==> config.mk <==
export PLATFORM = sky130hd
export DESIGN_NAME = vram_frame_sequencer_flat
export DESIGN_NICKNAME = d
export VERILOG_FILES = /design/src/rtl/vram_frame_sequencer_pkg.sv /design/src/rtl/vram_frame_sequencer_if.sv /design/src/rtl/vram_frame_sequencer_addr_gen.sv /design/src/rtl/vram_frame_sequencer.sv /design/src/flat_wrapper.sv
export SDC_FILE = /design/constraint.sdc
export NUM_CORES = 1
export LEC_CHECK = 0
export BUFFER_PORTS_ARGS = -buffer_cell sky130_fd_sc_hd__clkbuf_2
export CELL_PAD_IN_SITES_DETAIL_PLACEMENT = 1
export CELL_PAD_IN_SITES_GLOBAL_PLACEMENT = 2
export CORE_UTILIZATION = 29
export DETAILED_ROUTE_END_ITERATION = 10
export PLACE_DENSITY_LB_ADDON = 0.1
export SYNTH_ARGS = -nofsm -noshare
export SYNTH_HDL_FRONTEND = slang
export SYNTH_SLANG_ARGS = --single-unit
==> constraint.sdc <==
create_clock -name clk -period 2.7 [get_ports clk]
set_input_delay 0.54 -clock clk [delete_from_list [all_inputs] [get_ports clk]]
set_output_delay 0.54 -clock clk [all_outputs]
set_load 0.05 [all_outputs]
==> src/rtl/vram_frame_sequencer_pkg.sv <==
// Shared constants and FSM encoding for the VRAM frame sequencer.
// Geometry is fixed at a 128x128 source image addressed as {row, col}.
package vram_frame_sequencer_pkg;

  localparam int IMG_DIM = 128;
  localparam int ADDR_W  = 14;
  localparam int PIX_W   = 10;
  localparam int IDX_W   = 4;
  localparam int CNT_W   = 7;

  typedef enum logic [1:0] {
    ST_STOP = 2'd0,
    ST_PLAY = 2'd1,
    ST_DONE = 2'd2
  } seq_state_e;

  // A hold count of zero means "advance every refresh".
  function automatic logic [CNT_W-1:0] hold_limit(input logic [5:0] hold);
    return (hold == 6'd0) ? 7'd1 : {1'b0, hold};
  endfunction

endpackage

==> src/rtl/vram_frame_sequencer_if.sv <==
// Bus between the sequencer and its bank of 16Kx1 frame BRAMs.
// The master drives the shared address and per-BRAM enables; BRAMs return one bit each.
interface vram_frame_sequencer_if #(parameter int NUM_FRAMES = 10);

  logic [NUM_FRAMES-1:0]                      read_enable;
  logic [vram_frame_sequencer_pkg::ADDR_W-1:0] address;
  logic [1:0]                                 write_enable;
  logic                                       reg_enable;
  logic [NUM_FRAMES-1:0]                      frame_pixel;

  modport master (
    output read_enable, address, write_enable, reg_enable,
    input  frame_pixel
  );

  modport slave (
    input  read_enable, address, write_enable, reg_enable,
    output frame_pixel
  );

endinterface

==> src/rtl/vram_frame_sequencer_addr_gen.sv <==
// Pipeline stage 1: image-window test and BRAM address/enable generation.
// Outputs are registered and launch the BRAM read on the following edge.
module vram_addr_gen
  import vram_frame_sequencer_pkg::*;
#(
  parameter int NUM_FRAMES  = 10,
  parameter int ORIGIN_X    = 192,
  parameter int ORIGIN_Y    = 112,
  parameter int SCALE_SHIFT = 1
) (
  input  logic                  clk,
  input  logic                  reset,
  input  logic [PIX_W-1:0]      pixel_x_i,
  input  logic [PIX_W-1:0]      pixel_y_i,
  input  logic                  video_on_i,
  input  logic [IDX_W-1:0]      frame_index_i,
  output logic [ADDR_W-1:0]     address_o,
  output logic [NUM_FRAMES-1:0] read_enable_o,
  output logic                  in_window_o,
  output logic [IDX_W-1:0]      frame_index_o
);

  localparam int SPAN = IMG_DIM << SCALE_SHIFT;

  logic [31:0] px, py, dx, dy;
  logic        in_x, in_y, win;
  logic [6:0]  col, row;

  assign px   = 32'(pixel_x_i);
  assign py   = 32'(pixel_y_i);
  assign dx   = px - 32'(ORIGIN_X);
  assign dy   = py - 32'(ORIGIN_Y);
  assign in_x = (px >= 32'(ORIGIN_X)) && (px < 32'(ORIGIN_X + SPAN));
  assign in_y = (py >= 32'(ORIGIN_Y)) && (py < 32'(ORIGIN_Y + SPAN));
  assign win  = video_on_i && in_x && in_y;
  assign col  = 7'(dx >> SCALE_SHIFT);
  assign row  = 7'(dy >> SCALE_SHIFT);

  logic [ADDR_W-1:0]     address_q;
  logic [NUM_FRAMES-1:0] read_enable_q;
  logic                  in_window_q;
  logic [IDX_W-1:0]      frame_index_q;

  always_ff @(posedge clk) begin
    if (reset) begin
      address_q     <= '0;
      read_enable_q <= '0;
      in_window_q   <= 1'b0;
      frame_index_q <= '0;
    end else begin
      in_window_q   <= win;
      frame_index_q <= frame_index_i;
      if (win) begin
        address_q     <= {row, col};
        read_enable_q <= NUM_FRAMES'(1) << frame_index_i;
      end else begin
        address_q     <= '0;
        read_enable_q <= '0;
      end
    end
  end

  assign address_o     = address_q;
  assign read_enable_o = read_enable_q;
  assign in_window_o   = in_window_q;
  assign frame_index_o = frame_index_q;

endmodule

==> src/rtl/vram_frame_sequencer.sv <==
// Animation sequencer: steps through NUM_FRAMES frame BRAMs at a refresh-based rate
// and streams the selected frame's pixel with a fixed 3-cycle latency.
module vram_frame_sequencer
  import vram_frame_sequencer_pkg::*;
#(
  parameter int   NUM_FRAMES  = 10,
  parameter int   ORIGIN_X    = 192,
  parameter int   ORIGIN_Y    = 112,
  parameter int   SCALE_SHIFT = 1,
  parameter logic BG_VALUE    = 1'b0
) (
  input  logic                   clk,
  input  logic                   reset,
  input  logic [PIX_W-1:0]       pixel_x,
  input  logic [PIX_W-1:0]       pixel_y,
  input  logic                   video_on,
  input  logic                   frame_start,
  input  logic                   play,
  input  logic                   stop,
  input  logic                   loop_mode,
  input  logic [5:0]             hold_frames,
  vram_frame_sequencer_if.master bram,
  output logic                   pixel_out,
  output logic                   pixel_valid,
  output logic [IDX_W-1:0]       frame_index,
  output logic                   done,
  output seq_state_e             state_o
);

  localparam logic [IDX_W-1:0] LAST_IDX = IDX_W'(NUM_FRAMES - 1);

  seq_state_e        state_q;
  logic [IDX_W-1:0]  idx_q;
  logic [CNT_W-1:0]  cnt_q;
  logic [CNT_W-1:0]  cnt_inc;
  logic              done_q;

  assign cnt_inc = cnt_q + 7'd1;

  // stop has priority over play; in STOP a coincident frame_start is not counted.
  always_ff @(posedge clk) begin
    if (reset) begin
      state_q <= ST_STOP;
      idx_q   <= '0;
      cnt_q   <= '0;
      done_q  <= 1'b0;
    end else if (stop) begin
      state_q <= ST_STOP;
      done_q  <= 1'b0;
    end else begin
      unique case (state_q)
        ST_STOP: begin
          if (play) begin
            state_q <= ST_PLAY;
            cnt_q   <= '0;
          end
        end
        ST_PLAY: begin
          if (frame_start) begin
            if (cnt_inc >= hold_limit(hold_frames)) begin
              cnt_q <= '0;
              if (idx_q == LAST_IDX) begin
                if (loop_mode) begin
                  idx_q <= '0;
                end else begin
                  state_q <= ST_DONE;
                  done_q  <= 1'b1;
                end
              end else begin
                idx_q <= idx_q + 4'd1;
              end
            end else begin
              cnt_q <= cnt_inc;
            end
          end
        end
        ST_DONE: begin
          if (play) begin
            state_q <= ST_PLAY;
            idx_q   <= '0;
            cnt_q   <= '0;
            done_q  <= 1'b0;
          end
        end
        default: state_q <= ST_STOP;
      endcase
    end
  end

  logic [ADDR_W-1:0]     s1_addr;
  logic [NUM_FRAMES-1:0] s1_re;
  logic                  s1_win;
  logic [IDX_W-1:0]      s1_idx;

  vram_addr_gen #(
    .NUM_FRAMES  (NUM_FRAMES),
    .ORIGIN_X    (ORIGIN_X),
    .ORIGIN_Y    (ORIGIN_Y),
    .SCALE_SHIFT (SCALE_SHIFT)
  ) u_addr_gen (
    .clk           (clk),
    .reset         (reset),
    .pixel_x_i     (pixel_x),
    .pixel_y_i     (pixel_y),
    .video_on_i    (video_on),
    .frame_index_i (idx_q),
    .address_o     (s1_addr),
    .read_enable_o (s1_re),
    .in_window_o   (s1_win),
    .frame_index_o (s1_idx)
  );

  assign bram.address      = s1_addr;
  assign bram.read_enable  = s1_re;
  assign bram.write_enable = 2'b00;
  assign bram.reg_enable   = 1'b0;

  // pixel_valid qualifies pixel_out in the same cycle; the stream has no backpressure.
  logic             s2_win_q;
  logic [IDX_W-1:0] s2_idx_q;
  logic             pixel_out_q;
  logic             pixel_valid_q;

  always_ff @(posedge clk) begin
    if (reset) begin
      s2_win_q      <= 1'b0;
      s2_idx_q      <= '0;
      pixel_valid_q <= 1'b0;
      pixel_out_q   <= BG_VALUE;
    end else begin
      s2_win_q      <= s1_win;
      s2_idx_q      <= s1_idx;
      pixel_valid_q <= s2_win_q;
      pixel_out_q   <= s2_win_q ? bram.frame_pixel[s2_idx_q] : BG_VALUE;
    end
  end

  assign pixel_out   = pixel_out_q;
  assign pixel_valid = pixel_valid_q;
  assign frame_index = idx_q;
  assign done        = done_q;
  assign state_o     = state_q;

endmodule
==> src/flat_wrapper.sv <==
// flat-port wrapper written by rule: the top's interface ports become plain ports
module vram_frame_sequencer_flat import vram_frame_sequencer_pkg::*;
#(
  parameter int   NUM_FRAMES  = 10,
  parameter int   ORIGIN_X    = 192,
  parameter int   ORIGIN_Y    = 112,
  parameter int   SCALE_SHIFT = 1,
  parameter logic BG_VALUE    = 1'b0
)
  (clk, reset, pixel_x, pixel_y, video_on, frame_start, play, stop, loop_mode, hold_frames, pixel_out, pixel_valid, frame_index, done, state_o, bram_read_enable, bram_address, bram_write_enable, bram_reg_enable, bram_frame_pixel);
  vram_frame_sequencer_if #(.NUM_FRAMES(NUM_FRAMES)) bram_i ();
  input  logic clk;
  input  logic reset;
  input  logic [PIX_W-1:0] pixel_x;
  input  logic [PIX_W-1:0] pixel_y;
  input  logic video_on;
  input  logic frame_start;
  input  logic play;
  input  logic stop;
  input  logic loop_mode;
  input  logic [5:0] hold_frames;
  output logic pixel_out;
  output logic pixel_valid;
  output logic [IDX_W-1:0] frame_index;
  output logic done;
  output seq_state_e state_o;
  output wire logic [$bits(bram_i.read_enable)-1:0] bram_read_enable;
  output wire logic [$bits(bram_i.address)-1:0] bram_address;
  output wire logic [$bits(bram_i.write_enable)-1:0] bram_write_enable;
  output wire logic [$bits(bram_i.reg_enable)-1:0] bram_reg_enable;
  input wire logic [$bits(bram_i.frame_pixel)-1:0] bram_frame_pixel;
  assign bram_read_enable = bram_i.read_enable;
  assign bram_address = bram_i.address;
  assign bram_write_enable = bram_i.write_enable;
  assign bram_reg_enable = bram_i.reg_enable;
  assign bram_i.frame_pixel = bram_frame_pixel;
  vram_frame_sequencer #(.NUM_FRAMES(NUM_FRAMES), .ORIGIN_X(ORIGIN_X), .ORIGIN_Y(ORIGIN_Y), .SCALE_SHIFT(SCALE_SHIFT), .BG_VALUE(BG_VALUE)) u_core (.clk(clk), .reset(reset), .pixel_x(pixel_x), .pixel_y(pixel_y), .video_on(video_on), .frame_start(frame_start), .play(play), .stop(stop), .loop_mode(loop_mode), .hold_frames(hold_frames), .bram(bram_i), .pixel_out(pixel_out), .pixel_valid(pixel_valid), .frame_index(frame_index), .done(done), .state_o(state_o));
endmodule
## Word level (Yosys, flattened, before mapping)

Index checks and enable logic that the tools add are counted.

- Register bits: 50
- Output and inout port bits: 36
- Word-level logic and storage cells: 77

- Add/subtract/negate cells: 4
- $lt $le $gt $ge: 6
- Equal/unequal tests: 10
- Shift operators: 1
- Multiplexer cells: 25
- Bitwise gates (word level): 3
- Reductions and logical operators: 16

Operators with widths:

| cell | count |
|---|---|
| $mux W7 | 3 |
| $lt A10 B9 Y1 const B | 2 |
| $mux W4 | 5 |
| $pmux W7 S2 | 1 |
| $reduce_and A6 Y1 | 2 |
| $ge A10 B7 Y1 const B | 1 |
| $ge A10 B8 Y1 const B | 1 |
| $mux W2 | 5 |
| $shl A1 B4 Y10 const A | 1 |
| $pmux W4 S2 | 1 |
| $reduce_or A2 Y1 | 4 |
| $sub A8 B7 Y8 const B | 1 |
| $sub A8 B8 Y8 const B | 1 |
| $add A7 B1 Y7 const B | 1 |
| $ge A7 B7 Y1 | 1 |
| $logic_not A6 Y1 | 1 |
| $mux W1 | 6 |
| $mux W6 | 1 |
| $ne A2 B1 Y1 const B | 3 |
| $ne A2 B2 Y1 const B | 3 |
| $lt A4 B5 Y1 const B | 1 |
| $reduce_and A5 Y1 | 1 |
| $add A4 B1 Y4 const B | 1 |
| $bmux W1 S4 | 1 |
| other kinds (11) | 17 |

## Logic depth before layout (Yosys ltp)

- Word-level depth: 6
- Depth in mapped cells: 10

## Cells and area by module

Synthesis repeated with hierarchy kept, for this count alone.

- Cells, all modules: 229
- Area, all modules: 2,292.2 µm²

Modules (own cells, without submodules):

| module | times used | cells an instance | area an instance (µm²) | sequential area each (µm²) |
|---|---|---|---|---|
| vram_frame_sequencer | 1 | 144 | 1,280.0 | 420.4 |
| vram_addr_gen | 1 | 85 | 1,012.2 | 580.6 |

## Least setup slack after synthesis

Ideal clock, no wire load.

- Kind: register to register
- From: reg u_core.cnt_q[0]
- To: reg u_core.state_q[0], in the netlist u_core.state_o[0]
- Library setup time: 0.116 ns
- Arrival time: 2.293 ns
- Data required time: 2.584 ns
- Slack: 0.291 ns
- Cell stages (with the launch flop): 11
- Cells stage by stage: dfxtp_1 -> ha_1 -> nand3_1 -> xnor2_1 -> ha_1 -> a21o_2 -> a22oi_1 -> nand2_2 -> o21ai_0 -> a211oi_1 -> a41o_1

- Cells in the longest elaborated chain, start to end: 4

RTL lines:

| what | line | source |
|---|---|---|
| from (decl) | vram_frame_sequencer.sv:34 | `logic [CNT_W-1:0] cnt_q;` |
| from (signal assigned) | vram_frame_sequencer.sv:73 | `cnt_q <= cnt_inc;` |
| $add A7 B1 Y7 | vram_frame_sequencer.sv:38 | `assign cnt_inc = cnt_q + 7'd1;` |
| $ge A7 B7 Y1 | vram_frame_sequencer.sv:60 | `if (cnt_inc >= hold_limit(hold_frames)) begin` |
| $ne A2 B1 Y1 (no source line) | - |  |
| $reduce_and A5 Y1 (no source line) | - |  |
| to (signal assigned) | vram_frame_sequencer.sv:43 | `state_q <= ST_STOP;` |
| to (signal assigned) | vram_frame_sequencer.sv:48 | `state_q <= ST_STOP;` |
| to (signal assigned) | vram_frame_sequencer.sv:66 | `state_q <= ST_DONE;` |
| to (decl) | vram_frame_sequencer.sv:32 | `seq_state_e state_q;` |

Every way passes these cells.
A chain may end at the register's enable or synchronous reset.

## Worst setup path in the final report

- From: reg u_core.cnt_q[2]
- To: reg u_core.cnt_q[2]

- Cells in the longest elaborated chain, start to end: 5

RTL lines:

| what | line | source |
|---|---|---|
| $add A7 B1 Y7 (*) | vram_frame_sequencer.sv:38 |  |
| $ge A7 B7 Y1 | vram_frame_sequencer.sv:60 |  |
| $mux W7 (*) | vram_frame_sequencer.sv:60 |  |
| $mux W7 (*) | vram_frame_sequencer.sv:59 | `if (frame_start) begin` |
| $pmux W7 S2 (*) | vram_frame_sequencer.sv:51 | `unique case (state_q)` |

Every way passes the cells marked *; elsewhere a longest branch is shown, timed or not. The select of a mux whose other input is x is not followed.

==> results list <==
- After the last flow step, the layout net total stands at 372.
* CTS root buffer: clkbuf_8
- The floorplan has 31 rows.
- Routed via count: 1877
* Width of the die: 89.6 um
- The initial antenna violation count came to 0.
- In the post-route analysis, the smallest setup slack over all paths is 231 ps.
- The via count of the first global-routing pass came to 1790.
- The worst setup path is captured at a flop.
* Worst-case vdd ir drop: 0.197 mV
* Fraction of registers with async set/reset: 0%
- Summing all multi-input logic gate instances after layout gives 0.00114 mm2.
- The clock arrives with 8.67 ps of skew.
- First-pass GRT wire length: 8.24 mm
- Hold Fails Final Rpt: 0
* Placed Instances: 408
- Avg Vias per Cell: 4.51
* RSZ-0062 raised after global routing: no
- Run status: finished clean
* P per Cell Area: 468 mW/mm2
- Once placement finished, the instance area stood at 0.00275 mm2.
- After synthesis, flip-flops and latches occupy 45.0% of the total area.
* # Max-Cap Violations: 0
- Static timing analysis puts the maximum clock frequency at 405 MHz.
- Clock-pin slew was measured on the worst setup and hold paths at 90 ps.
* Count of clock tree sinks: 50
- The finished cells cover 0.00286 mm2.
* Startpoint of the lowest-slack register-to-register path: u_core.cnt_q[2]$_SDFFE_PP0P_
- In this run the worst path has a maximum fanout of 7.
* Synthesis Warnings: 0
* Final number of max-transition violations: 0
* Pin count of the biggest net entering global routing: 21
- Post-synth top flop: dfxtp_1
- Commonest cells in the synthesized netlist: dfxtp_1 (50), nor2_1 (20), nand2_1 (15)
- The floorplan step defined a die boundary enclosing 0.00803 mm2.
- Yosys instantiated no cell more often than dfxtp_1.
- Once detail routing completed, the nets flagged for antenna violations numbered 0.
- Static Leakage: 1.35 nW
- From bottom edge to top edge, the die measures 89.6 um.
* Worst path arrival time: 2700 ps
- Total Routed Length: 5.15 mm
- Total half-perimeter wirelength after legalization and detailed placement: 4.12 mm
* Area of the mapped netlist: 0.00223 mm2
* Hold crit path type: input port to flop
* Deepest clock path buffer count: 2
* Clock latency on the worst-skew pair: 300 ps
* Most area-consuming cells after synthesis: dfxtp_1 (45%), ha_1 (7.3%), nor2_1 (3.4%)
* Beginning of the worst hold path: pixel_x[6]
* Total routing usage reported by global routing: 13.5%
- Counting the buffers created by CTS gives 5.
- Avg Inst Size Synth: 9.51 um2
* Synthesized flop and latch total: 50
- Setup total negative slack on the finished layout was measured at 0 ps.
* Share of post-route cells with drive strength above 1: 34.4%
- The clock tree synthesis step divided the H-tree into 2 levels.
* Initial Utilization: 30.4%
- Fraction of the cycle the final worst path needs: 91.4%
* Final Setup Violations: 0
- The synthesized design devotes to its leading area cell type 45.0% of total area.
- Yosys mapped a number of flops with a built-in enable equal to 0.
- TritonCTS clock tree: built
- Count of input and output buffers: 73
- Relative to the synthesized area, the layout overhead comes to 28.5%.
- Before antenna repair, the detailed router went through 4 iterations.
- Total congestion overflow after global routing: 0
- Registers take 0.00100 mm2.
- Number of design rule violations left after detail routing: 0
* Mean routed wirelength per cell: 12.4 um
- After clock tree synthesis, the setup repair step added 0 buffers.
- After clock tree synthesis, the flow added hold-fix buffers numbering 0.
- Final estimated routing congestion in global placement: 0.729
- The finished layout holds 416 standard cells, fillers aside.
- STA puts the critical path data required time at 2930 ps.
* Crit path launch type: flop
- After filler insertion, the fill cell instance count of the layout stands at 865.
* Largest area contributor in the synthesized netlist: dfxtp_1
- After technology mapping, the gate count stands at 234.
* Worst setup path category: flop to flop
- Yosys mapped the design onto 48 distinct sky130hd cell types.
* Initial drt markers: 51
- Setup Slack @ Placement: 73.7 ps
- N_diodes: 0
- The routed design could run at a clock period as short as 2470 ps.
* Placeable core region: 0.00733 mm2
- IO Pins: 79
- Worst setup startpoint: u_core.cnt_q[2]$_SDFFE_PP0P_
cells by family (layout without fill, tap and decap cells):
family,Yosys count,count (layout),share of synthesized area (%)
AND/OR/NAND/NOR,94,94,23.7
flip-flops,50,50,45.0
AO/OA/AOI/OAI,38,38,12.3
buffers and inverters,24,105,4.67
adder cells (fa/ha/maj),13,13,7.31
XOR/XNOR,8,8,3.15
multiplexers,6,6,3.82
other,1,3,0.168
per-stage QoR:
step / power (mW) / utilization (%) / hold WS, ps
2_1_floorplan: 0.848 / - / 414
6_report: 1.34 / 39.0 / 412
3_3_place_gp: 0.897 / 37.5 / 420
3_5_place_dp: 0.897 / 37.5 / 433
5_1_grt: 1.41 / 39.0 / 402
4_1_cts: 1.36 / 38.8 / 401
power breakdown:
group          leakage, nW  switching (mW)  internal, mW
sequential           0.404         0.00523         0.742
clock               0.0478           0.247         0.211
combinational        0.895          0.0769        0.0547
total                 1.35           0.329          1.01
state kept, by name (all words and copies together), names as in the netlist:
name                             flops
u_core.cnt_q                         7
u_core.done                          1
u_core.frame_index                   4
u_core.pixel_out                     1
u_core.pixel_valid                   1
u_core.s2_idx_q                      4
u_core.s2_win_q                      1
u_core.state_o                       2
u_core.u_addr_gen.address_o         14
u_core.u_addr_gen.frame_index_o      4
u_core.u_addr_gen.in_window_o        1
u_core.u_addr_gen.read_enable_o     10
cell usage in the layout (no fill, tap or decap), drive strengths merged:
| master | n |
|---|---|
| o41ai | 2 |
| or4 | 1 |
| nand2b | 5 |
| a311oi | 2 |
| nor3b | 3 |
| a22oi | 3 |
| buf | 10 |
| a31o | 2 |
| and2 | 12 |
| nand3b | 2 |
| and3b | 1 |
| nor4 | 3 |
| clkinvlp | 1 |
| ha | 13 |
| o21ai | 10 |
| or2 | 1 |
| inv | 15 |
| mux4 | 2 |
| nand2 | 16 |
| a211oi | 1 |
| dfxtp | 50 |
| xnor2 | 5 |
| a41o | 1 |
| o21bai | 1 |
| or3 | 2 |
| a21boi | 3 |
| nor3 | 3 |
| conb | 3 |
| nand3 | 5 |
| nor2 | 20 |
| o211ai | 3 |
| nor2b | 12 |
| clkbuf | 79 |
| and3 | 6 |
| mux2i | 4 |
| nor4b | 2 |
| xor2 | 3 |
| a21o | 1 |
| a21oi | 8 |
| a31oi | 1 |
final cells by class:
class,count,share of cell area (%)
multi-input combinational,162,39.9
sequential,50,35.1
timing repair buffer,83,15.4
tap,99,4.33
clock buffer,6,2.89
inverter,14,1.84
clock inverter,2,0.569
timing repair:
action,4_1_cts,5_1_grt
endpoints found under the setup margin,0,9
endpoints found under the hold margin,0,0
resized for setup,0,7
worst paths after layout:
check / to / slack (ps) / cells after the start
setup / recovery: u_core.cnt_q[2]$_SDFFE_PP0P_ / 230 / 10
hold / removal: u_core.u_addr_gen.address_o[5]$_SDFF_PP0_ / 410 / 2
setup reg to reg: u_core.cnt_q[2]$_SDFFE_PP0P_ / 230 / 10
hold reg to reg: u_core.s2_idx_q[2]$_SDFF_PP0_ / 450 / 1
routing by layer:
layer	global-route usage, %	up-vias	part of all wire (%)
met4	3.90	0	0.93
met1	17.8	855	48
li1	-	958	-
met5	0	-	0
met2	21.0	60	44
met3	4.30	4	7.2
critical path: stages (launching register included):
cell      delay, ps
dfxtp_2         400
nand3_1         190
nor2_1          170
xor2_1          230
ha_1            290
and3_1          210
and2_2          260
nor4_4          260
buf_4           170
nand3b_1         80
a21oi_1         130
(Power assumes the default switching activity.)
